## src/rtl/stream_demux2.sv

```systemverilog
// Packet-aware 1-to-2 valid/ready demultiplexer with registered outputs and per-channel packet counters.
// Optional macro STREAM_DEMUX2_INVERT_EN: holding registers capture the bitwise complement of in_data.
module stream_demux2 #(
  parameter int WIDTH     = 8,
  parameter int CNT_WIDTH = 16
) (
  input  logic                 clk,
  input  logic                 rst,
  input  logic                 in_valid,
  output logic                 in_ready,
  input  logic [WIDTH-1:0]     in_data,
  input  logic                 in_last,
  input  logic                 sel,
  output logic                 out1_valid,
  input  logic                 out1_ready,
  output logic [WIDTH-1:0]     out1_data,
  output logic                 out1_last,
  output logic                 out2_valid,
  input  logic                 out2_ready,
  output logic [WIDTH-1:0]     out2_data,
  output logic                 out2_last,
  output logic [CNT_WIDTH-1:0] pkt_cnt1,
  output logic [CNT_WIDTH-1:0] pkt_cnt2,
  output logic                 busy
);

  typedef enum logic {IDLE = 1'b0, BUSY = 1'b1} state_t;

  state_t               state_q, state_d;
  logic                 route_q, route_d;
  logic                 v1_q, v1_d, v2_q, v2_d;
  logic                 l1_q, l1_d, l2_q, l2_d;
  logic [WIDTH-1:0]     d1_q, d1_d, d2_q, d2_d;
  logic [CNT_WIDTH-1:0] c1_q, c1_d, c2_q, c2_d;

  logic             target;
  logic             accept;
  logic             load1, load2;
  logic [WIDTH-1:0] in_data_eff;

`ifdef STREAM_DEMUX2_INVERT_EN
  assign in_data_eff = ~in_data;
`else
  assign in_data_eff = in_data;
`endif

  // Route is only re-evaluated from IDLE; mid-packet beats follow the latched route.
  assign target   = (state_q == BUSY) ? route_q : sel;
  assign in_ready = target ? (~v2_q | out2_ready) : (~v1_q | out1_ready);
  assign accept   = in_valid & in_ready;
  assign load1    = accept & ~target;
  assign load2    = accept & target;

  always_comb begin
    state_d = state_q;
    route_d = route_q;
    if (accept) begin
      if (state_q == IDLE) begin
        if (!in_last) begin
          state_d = BUSY;
          route_d = sel;
        end
      end else if (in_last) begin
        state_d = IDLE;
      end
    end
  end

  always_comb begin
    v1_d = v1_q;
    l1_d = l1_q;
    d1_d = d1_q;
    c1_d = c1_q;
    if (v1_q && out1_ready) v1_d = 1'b0;
    if (load1) begin
      v1_d = 1'b1;
      l1_d = in_last;
      d1_d = in_data_eff;
      if (in_last) c1_d = c1_q + 1'b1;
    end
  end

  always_comb begin
    v2_d = v2_q;
    l2_d = l2_q;
    d2_d = d2_q;
    c2_d = c2_q;
    if (v2_q && out2_ready) v2_d = 1'b0;
    if (load2) begin
      v2_d = 1'b1;
      l2_d = in_last;
      d2_d = in_data_eff;
      if (in_last) c2_d = c2_q + 1'b1;
    end
  end

  always_ff @(posedge clk or posedge rst) begin
    if (rst) begin
      state_q <= IDLE;
      route_q <= 1'b0;
      v1_q    <= 1'b0;
      l1_q    <= 1'b0;
      d1_q    <= '0;
      c1_q    <= '0;
      v2_q    <= 1'b0;
      l2_q    <= 1'b0;
      d2_q    <= '0;
      c2_q    <= '0;
    end else begin
      state_q <= state_d;
      route_q <= route_d;
      v1_q    <= v1_d;
      l1_q    <= l1_d;
      d1_q    <= d1_d;
      c1_q    <= c1_d;
      v2_q    <= v2_d;
      l2_q    <= l2_d;
      d2_q    <= d2_d;
      c2_q    <= c2_d;
    end
  end

  assign out1_valid = v1_q;
  assign out1_data  = d1_q;
  assign out1_last  = l1_q;
  assign out2_valid = v2_q;
  assign out2_data  = d2_q;
  assign out2_last  = l2_q;
  assign pkt_cnt1   = c1_q;
  assign pkt_cnt2   = c2_q;
  assign busy       = (state_q == BUSY);

endmodule

```

## config.mk

```make
export PLATFORM = sky130hd
export DESIGN_NAME = stream_demux2
export DESIGN_NICKNAME = d
export VERILOG_FILES = /design/src/rtl/stream_demux2.sv
export SDC_FILE = /design/constraint.sdc
export NUM_CORES = 1
export LEC_CHECK = 0
export CAP_MARGIN = 20
export CORE_MARGIN = 5
export CORE_UTILIZATION = 47
export DETAILED_ROUTE_END_ITERATION = 12
export PLACE_DENSITY = 0.8
export SETUP_SLACK_MARGIN = 0.02
export SLEW_MARGIN = 20
export SYNTH_ARGS = -nofsm -noshare
export SYNTH_HDL_FRONTEND = slang
export SYNTH_SLANG_ARGS = --single-unit
```

## constraint.sdc

```tcl
create_clock -name clk -period 2.4 [get_ports clk]
set_clock_uncertainty 0.15 [all_clocks]
set_input_delay 0.24 -clock clk [delete_from_list [all_inputs] [get_ports clk]]
set_output_delay 0.24 -clock clk [all_outputs]
set_load 0.01 [all_outputs]
```

==> impl_results.md, run 1 <==
* DP Worst Slack at 0.120 ns
* Startpoint Class: flip-flop
* Yosys top cell by area: dfrtp_1
* Flops & latches, synth at 54
* CTS tree: done
* Grt total ovfl at 0
* Routed vias at 1633
* Slew headroom at 0.675
* Area contributors post-synth: dfrtp_1 (58%), mux2_2 (9.1%), xnor2_1 (6.0%)
* First-pass GRT wire length at 8.13 mm
* Global-route usage over all layers at 0.162
* Worst Path Buf+Inv at 1
* Endpoint type of the worst setup path: output pin
* RSZ-0062 raised after global routing: no
* Slowest CP cell: clkdlybuf4s50_1
* Resized Gates After CTS at 0
* Period utilization at 0.926
* Setup ws final at 0.178 ns
* Placer congestion estimate at 0.808
* Clock Latency Late Sink at 0.30 ns
* Die ar. at 6510 um2
* DR iter-0 viols at 63
* Setup TNS at 0 ns
* Leak pwr at 1.45 nW
* Cells after synthesis at 181
* Clock Pin Slew Worst Setup and Hold Paths at 0.09 ns
* Setup Buffers After CTS at 0
* Post-synthesis sequential area ratio at 0.575
* Multiplexer area fraction after synthesis at 0.102
* Initial core utilization at 0.491
* Hpwl dp at 3.62 mm
* Final wirelength at 4.70 mm
* Hold Path Class: in -> async
* Clock Tree Root: clkbuf_8
* Post-synth EDFFs at 0
* Tmin final at 2.22 ns
* I/O pin total at 69
* Final non-filler cell total at 328
* Cell with the most instances after synthesis: dfrtp_1
* R2R setup slack at 0.37 ns
* Arrival time worst endpoint at 1.83 ns
* Cts hold-fix bufs at 0
* Post-route ant nets at 0
* Largest net degree at the start of global routing at 33
* Syn. warnings at 0
* Mapped Nets at 198
* Synth Flop Type: dfrtp_1
* Number of port buffers at 68
* CTS buffer count at 5
* Layout Cell Area excl Fill at 3270 um2
* Area of the mapped netlist at 2350 um2
* Drt via density at 4.98
* Die extent in y at 80.7 um
* Clock buffer depth at 2
* Remaining DRCs at 0
* Post-layout util at 0.684
* Max_cap viols at 0
* Compound-cell area share of the yosys netlist at 0.0176
* Status: completed
* Required time worst endpoint at 2.01 ns
* N_diodes at 0
* Max Fanout on Critical Path at 8
* Die width at 80.7 um
* Clock sink total at 54
* H-tree depth at 2
* CP peak stage delay at 0.58 ns
* Distinct cell type count after synthesis at 32
* Final Hold Violating Endpoints at 0
* Simple logic cell fraction of the synthesized area at 0.171
* Router iterations before antenna repair at 4
* CP Cell Sequence: mux2_4 -> a21oi_1 -> clkdlybuf4s50_1
* Xor-xnor portion of the synthesized cell area at 0.112
* PwrDens at 942 nW/um2
* Top cell type's share of synthesized area at 0.575
* Max Clk Rate at 450 MHz
* Main combinational cell family by area after synthesis: simple AND/OR/NAND/NOR gates
* Avg WL per Cell at 14.3 um
* Row count at 25
* Layout area overhead at 39.3%
* Nets at 277
* Worst-margin pin slew at 0.486 ns
* Synth Area in Adders at 0.0107
* Setup CP Type: reg -> out
* Initial antenna violation count at 0
* Share of post-route cells with drive strength above 1 at 0.180
* Largest vdd supply drop at 613 uV
* Dpl cells at 320
* Vias in the first global route at 1722
* Top cells by count, synth: dfrtp_1 (54), mux2_2 (19), xnor2_1 (16)
* Syn_area_per_cell at 13.0 um2
* Final setup viols at 0
* Post-Place Cell Area at 3160 um2
* Core area at 4790 um2
* Final max-slew violation count at 0
* Delay-heaviest family, CP: buffers and inverters
* Asr flop ratio synth at 1.00
-- metrics by stage --
stage / hold WS, ns / power, mW
after detailed placement: 0.318 / 2.54
after global placement: 0.309 / 2.51
after CTS: 0.142 / 3.12
final: 0.135 / 3.08
after floorplan: 0.240 / 1.88
after global routing: 0.172 / 3.29
-- worst paths after layout --
| kind | start | endpoint | cells past startpoint |
|---|---|---|---|
| min in group clk | pkt_cnt1[15] | pkt_cnt1[15] | 1 |
| setup / recovery | busy | in_ready | 3 |
| max in group asynchronous | rst | pkt_cnt1[2] | 3 |
| setup reg to reg | busy | pkt_cnt1[15] | 4 |
| hold / removal | rst | out2_data[5] | 2 |
| hold reg to reg | pkt_cnt1[15] | pkt_cnt1[15] | 1 |
-- report_power, final --
group          switching, mW  total [mW]  internal [mW]
Sequential             0.191        1.35           1.16
Combinational          0.453        1.16          0.709
Clock                  0.275       0.567          0.292
-- area by class of cell --
type / count / area (um2)
flip-flops and latches: 54 / 1350
multi-input cells: 122 / 970
well taps: 67 / 83.8
repair buffers: 76 / 753
clock buffers: 8 / 110
inverters: 1 / 3.75
fillers: 359 / 1510
-- routing by layer --
| metal | track usage | vias to the layer above | wire (um) |
|---|---|---|---|
| li1 | - | 798 | - |
| met1 | 0.188 | 780 | 1940 |
| met2 | 0.262 | 53 | 2220 |
| met3 | 0.0874 | 2 | 519 |
| met4 | 0.0405 | 0 | 24 |
| met5 | 0 | - | 0 |
-- kinds of logic (layout without fill, tap and decap cells) --
| family | after synthesis | in the layout |
|---|---|---|
| XOR/XNOR | 30 | 30 |
| AO/OA/AOI/OAI | 6 | 6 |
| buffers and inverters | 5 | 85 |
| multiplexers | 21 | 21 |
| adder cells (fa/ha/maj) | 2 | 2 |
| flip-flops | 54 | 54 |
| AND/OR/NAND/NOR | 63 | 63 |
-- cells in the final DEF (no fill, tap or decap), types with 3 or more instances in the layout --
cell             synthesis  layout
mux2_2                  19      19
and3_1                   4       4
buf_4                    0       7
nor3_2                   4       4
nor2b_1                  3       3
clkdlybuf4s50_1          0      68
nand4_1                  7       7
dfrtp_1                 54      54
xnor2_1                 16      16
and4_1                   4       4
nor2_1                   4       4
nand3_1                 11      11
clkbuf_8                 0       8
nor3_1                   3       3
xor2_1                  14      14
nand2_1                 13      13
-- state kept, by name (all words and copies together) (netlist names) --
signal / cells
pkt_cnt1: 16
out1_last: 1
pkt_cnt2: 16
out1_valid: 1
out2_data: 8
out2_last: 1
out2_valid: 1
route_q: 1
out1_data: 8
busy: 1
Power figures use the tool's default switching activity.
==> inputs of run 2 (changes only) <==
--- a/config.mk
+++ b/config.mk
@@ -5,9 +5,12 @@
 export SDC_FILE = /design/constraint.sdc
 export NUM_CORES = 1
 export LEC_CHECK = 0
+export ABC_AREA = 0
 export CAP_MARGIN = 20
+export CORE_ASPECT_RATIO = 0.7
 export CORE_MARGIN = 5
 export CORE_UTILIZATION = 47
+export CTS_BUF_LIST = sky130_fd_sc_hd__clkbuf_16
 export DETAILED_ROUTE_END_ITERATION = 12
 export PLACE_DENSITY = 0.8
 export SETUP_SLACK_MARGIN = 0.02
==> run 2 against run 1 <==
Against the previous run: via count is 1.5% higher; largest cell class unchanged; die area rose by 0.34%; largest power group unchanged; count of clock-buffer cells in the layout decreased by 3; critical endpoint unchanged.
==> impl_results.md, run 2 (synthesis results as in run 1) <==
* Cts hold-fix bufs at 0 (unchanged)
* Post-route ant nets at 0 (unchanged)
* Clock Tree Root: clkbuf_16
* Max_cap viols at 0 (unchanged)
* Final setup viols at 0 (unchanged)
* I/O pin total at 69 (unchanged)
* PwrDens at 996 nW/um2 (+5.8%)
* CTS buffer count at 5 (unchanged)
* Max Clk Rate at 456 MHz (+1.4%)
* Tmin final at 2.19 ns (-0.0312 ns)
* Period utilization at 0.913 (-0.0130)
* Router iterations before antenna repair at 4 (unchanged)
* Clock Latency Late Sink at 0.28 ns (-0.02 ns)
* Share of post-route cells with drive strength above 1 at 0.179 (-0.00137)
* Routed vias at 1658 (+1.5%)
* DP Worst Slack at 0.137 ns (+0.0165 ns)
* Remaining DRCs at 0 (unchanged)
* N_diodes at 0 (unchanged)
* Layout Cell Area excl Fill at 3330 um2 (+1.8%)
* Core area at 4810 um2 (+0.47%)
* Initial antenna violation count at 0 (unchanged)
* Arrival time worst endpoint at 1.80 ns (-0.03 ns)
* Clock sink total at 54 (unchanged)
* Setup CP Type: reg -> out
* Vias in the first global route at 1782 (+3.5%)
* Row count at 21 (-16%)
* Hpwl dp at 3.90 mm (+7.6%)
* Die extent in y at 69.1 um (-14%)
* Status: completed
* Post-layout util at 0.692 (+0.00877)
* Final non-filler cell total at 332 (+1.2%)
* Endpoint type of the worst setup path: output pin
* Required time worst endpoint at 2.01 ns (about the same)
* Setup Buffers After CTS at 0 (unchanged)
* Min Hold Slack at 0.197 ns (+0.0621 ns)
* Net Switching at 0.955 mW (+3.9%)
* Placer congestion estimate at 0.778 (-3.7%)
* Reg power frac at 0.410 (-0.029)
* DR iter-0 viols at 39 (-38%)
* # fillers at 364 (+1.4%)
* Die width at 94.5 um (+17%)
* Slew headroom at 0.698 (+0.0224)
* CTS tree: done
* Sw frac at 0.288 (-0.0103)
* Drt via density at 4.99 (+0.31%)
* Hold Path Class: in -> async
* Grt total ovfl at 0 (unchanged)
* Initial core utilization at 0.488 (-0.00230)
* Final max-slew violation count at 0 (unchanged)
* Setup TNS at 0 ns (unchanged)
* H-tree depth at 2 (unchanged)
* Max Fanout on Critical Path at 8 (unchanged)
* Dpl cells at 324 (+1.3%)
* Worst-margin pin slew at 0.449 ns (-0.0370 ns)
* Pint at 2.36 mW (+9.2%)
* Nets at 279 (+0.72%)
* Most common cell after layout, fill and taps aside: clkdlybuf4s50_1
* Clock Pin Slew Worst Setup and Hold Paths at 0.07 ns (-0.02 ns)
* Setup ws final at 0.209 ns (+0.0312 ns)
* Number of port buffers at 68 (unchanged)
* Avg WL per Cell at 15.4 um (+7.6%)
* Resized Gates After CTS at 0 (unchanged)
* Clk pwr share at 0.238 (+0.054)
* Comb power frac at 0.352 (-0.025)
* Commonest non-fill, non-tap cells in the layout: clkdlybuf4s50_1 (68), dfrtp_1 (54), mux2_2 (19), xnor2_1 (16), xor2_1 (14)
* Final wirelength at 5.12 mm (+8.9%)
* PnR Total Power at 3.32 mW (+7.6%)
* Largest vdd supply drop at 742 uV (+21%)
* Leak pwr at 1.48 nW (+2.3%)
* Post-Place Cell Area at 3170 um2 (+0.16%)
* Largest net degree at the start of global routing at 28 (-15%)
* Die ar. at 6530 um2 (+0.34%)
* Layout area overhead at 41.8%
* First-pass GRT wire length at 8.72 mm (+7.3%)
* Startpoint Class: flip-flop
* Clock buffer depth at 2 (unchanged)
* Final Hold Violating Endpoints at 0 (unchanged)
* RSZ-0062 raised after global routing: no
* Global-route usage over all layers at 0.168 (+0.00587)
[run 2: changes by cell type in the layout (fill, tap and decap cells not counted)]
cell,previous run,this run
buf_12,1,0
buf_4,7,10
bufinv_16,0,1
clkbuf_16,0,5
clkbuf_8,8,0
inv_1,0,2
[run 2: cell type report]
cell class	count	area, um2	area share
multi-input cells	122	970	0.291
well taps	69	86.3	0.0259
flip-flops and latches	54	1350	0.406
repair buffers	78	756	0.227
clock buffers	5	125	0.0376
clock inverters	3	37.5	0.0113
inverters	1	3.75	0.00113
[run 2: final timing paths]
kind	cells after the start	end	start	slack, ns
worst max-delay path	3	in_ready	busy	0.21
min in group clk	1	pkt_cnt1[15]	pkt_cnt1[15]	0.32
worst min-delay path	3	pkt_cnt2[15]	rst	0.20
max in group asynchronous	3	out1_data[0]	rst	1.64
worst min register to register	1	pkt_cnt1[15]	pkt_cnt1[15]	0.32
worst max register to register	4	pkt_cnt2[14]	busy	0.38
[run 2: worst max-delay path: stages (launching register included)]
cell,delay (ns)
dfrtp_1,0.45
mux2_4,0.37
a21oi_1,0.15
clkdlybuf4s50_1,0.56
[run 2: metal layers]
layer,track usage,part of all wire
met1,0.221,0.45
met2,0.248,0.45
met3,0.0783,0.094
met4,0.0512,0.0092
met5,0,0
[run 2: power by group through the flow]
stage	logic [mW]	registers (mW)	clock network, mW
6_report	1.17	1.36	0.789
3_3_place_gp	1.17	1.36	0
3_5_place_dp	1.18	1.38	0
2_1_floorplan	0.411	1.47	0
4_1_cts	1.19	1.36	0.802
5_1_grt	1.27	1.40	0.838
==> inputs of run 3 (changes only) <==
--- a/config.mk
+++ b/config.mk
@@ -13,6 +13,7 @@
 export CTS_BUF_LIST = sky130_fd_sc_hd__clkbuf_16
 export DETAILED_ROUTE_END_ITERATION = 12
 export PLACE_DENSITY = 0.8
+export RECOVER_POWER = 25
 export SETUP_SLACK_MARGIN = 0.02
 export SLEW_MARGIN = 20
 export SYNTH_ARGS = -nofsm -noshare
==> run 3 against run 2 <==
Against the previous run: flip-flop and latch count stayed put; clock power barely moved; register-to-register slack hardly changed; critical path type unchanged; power about the same; wire length decreased by 0.14%; worst setup slack about the same; critical endpoint unchanged; sequential share of layout area grew 0.092 points; count of clock-buffer cells in the layout unchanged; via count rose by 0.36%; largest power group unchanged; global-route usage is the same.
==> impl_results.md, run 3 (synthesis results as in run 1) <==
* Dpl cells at 324 (unchanged)
* Remaining DRCs at 0 (unchanged)
* Final wirelength at 5.12 mm (-0.14%)
* Layout Cell Area excl Fill at 3320 um2 (-0.23%)
* Setup TNS at 0 ns (unchanged)
* Min-Delay Endpoint: pkt_cnt1[15]
* Setup CP Type: reg -> out
* Drt via density at 5.01 (+0.36%)
* GR peak layer: met2
* Max Clk Rate at 456 MHz (about the same)
* Hold Path Class: reg -> reg
* Resized Gates After CTS at 0 (unchanged)
* Vias in the first global route at 1782 (unchanged)
* Clock Pin Slew Worst Setup and Hold Paths at 0.06 ns (about the same)
* Global-route usage over all layers at 0.168 (unchanged)
* Clock sink total at 54 (unchanged)
* Routed vias at 1664 (+0.36%)
* Most common cell after layout, fill and taps aside: clkdlybuf4s50_1
* Multi-input gate area at 970 um2 (unchanged)
* Final non-filler cell total at 332 (unchanged)
* Worst-margin pin slew at 1.46 ns (+1.01 ns)
* Met2 Resource Use GR at 0.248 (unchanged)
* R2R setup slack at 0.38 ns (about the same)
* Clock Tree Root: clkbuf_16
* Largest vdd supply drop at 742 uV (about the same)
* Clock Latency Late Sink at 0.28 ns (about the same)
* Row count at 21 (unchanged)
* Final max-slew violation count at 0 (unchanged)
* Status: completed
* Initial core utilization at 0.488 (unchanged)
* Router iterations before antenna repair at 4 (unchanged)
* Leak pwr at 1.47 nW (-0.65%)
* I/O pin total at 69 (unchanged)
* Slew headroom at 0.0267 (-0.671)
* Die extent in y at 69.1 um (unchanged)
* Worst R2R Path Depth at 4 (unchanged)
* Setup Buffers After CTS at 0 (unchanged)
* Hpwl dp at 3.90 mm (unchanged)
* Layout area overhead at 41.4%
* RSZ-0062 raised after global routing: no
* Final Hold Violating Endpoints at 0 (unchanged)
* CTS tree: done
* Placer congestion estimate at 0.778 (unchanged)
* Seq. cell area at 1350 um2 (unchanged)
* PnR Total Power at 3.31 mW (about the same)
* Cts hold-fix bufs at 0 (unchanged)
* Grt total ovfl at 0 (unchanged)
* Period utilization at 0.913 (about the same)
* Post-Place Cell Area at 3170 um2 (unchanged)
* Hold Path Origin: pkt_cnt1[15]
* Max Fanout on Critical Path at 8 (unchanged)
* Final setup viols at 0 (unchanged)
* Critical R2R Capture: pkt_cnt2[14]
* Initial antenna violation count at 0 (unchanged)
* Met1 Use GR at 0.221 (unchanged)
* Max_cap viols at 0 (unchanged)
* H-tree depth at 2 (unchanged)
* Startpoint Class: flip-flop
* Endpoint type of the worst setup path: output pin
* Avg WL per Cell at 15.4 um (-0.14%)
* N_diodes at 0 (unchanged)
* First-pass GRT wire length at 8.72 mm (unchanged)
* Die width at 94.5 um (unchanged)
* Die ar. at 6530 um2 (unchanged)
* DR iter-0 viols at 29 (-26%)
* Tmin final at 2.19 ns (-0.0000650 ns)
* # fillers at 366 (+0.55%)
* Share of post-route cells with drive strength above 1 at 0.167 (-0.0114)
* Required time worst endpoint at 2.01 ns (about the same)
* Worst r2r src: busy
* Core area at 4810 um2 (unchanged)
* CTS buffer count at 5 (unchanged)
* Commonest non-fill, non-tap cells in the layout: clkdlybuf4s50_1 (67), dfrtp_1 (54), mux2_2 (19), xnor2_1 (16), xor2_1 (14)
* Nets at 279 (unchanged)
* PwrDens at 998 nW/um2 (+0.15%)
* Clock buffer depth at 2 (unchanged)
* Arrival time worst endpoint at 1.80 ns (about the same)
* Number of port buffers at 68 (unchanged)
* Largest net degree at the start of global routing at 28 (unchanged)
* Met3 Resource Use GR at 0.0783 (unchanged)
* Hold Crit Depth at 1
* Post-route ant nets at 0 (unchanged)
## run 3: cell count changes in the layout (fill, tap and decap cells not counted), sizes merged
| cell | before | now |
|---|---|---|
| clkdlybuf4s50 | 68 | 67 |
| buf | 10 | 8 |
| dlygate4sd3 | 0 | 1 |
| clkbuf | 5 | 7 |
| clkinv | 0 | 1 |
| inv | 3 | 2 |
## run 3: metal layers
metal	routed length [um]	vias up
met3	487	4
met4	47	0
met2	2300	48
met5	0	-
met1	2280	813
li1	-	799
## run 3: critical path: stages (launching register included)
cell and delay [ns]:
dfrtp_1 0.45, mux2_4 0.37, a21oi_1 0.15, clkdlybuf4s50_1 0.56
## run 3: area by class of cell
type | instances | area share
Timing Repair Buffer | 78 | 0.225
Clock inverter | 3 | 0.0113
Clock buffer | 5 | 0.0377
Sequential cell | 54 | 0.407
Tap cell | 69 | 0.0260
Inverter | 1 | 0.00113
Multi-Input combinational cell | 122 | 0.292
## run 3: worst max-delay path by stage
stage,startpoint,to,cells after the start
after global placement,in_valid,pkt_cnt2[10],5
after global routing,busy,in_ready,3
after floorplan,busy,pkt_cnt1[15],5
after detailed placement,in_valid,pkt_cnt2[12],5
final,busy,in_ready,3
after CTS,busy,in_ready,3
## run 3: through the flow
step | util | hold WS, ns | setup slack [ns]
global placement | 0.659 | 0.309 | 0.184
CTS | 0.692 | 0.215 | 0.183
global route | 0.691 | 0.358 | 0.108
floorplan | - | 0.240 | 0.386
detailed placement | 0.659 | 0.310 | 0.137
finish | 0.691 | 0.321 | 0.209
## run 3: power breakdown
group          switching (mW)  internal [mW]
combinational           0.454          0.711
sequential              0.197           1.16
clock                   0.304          0.485
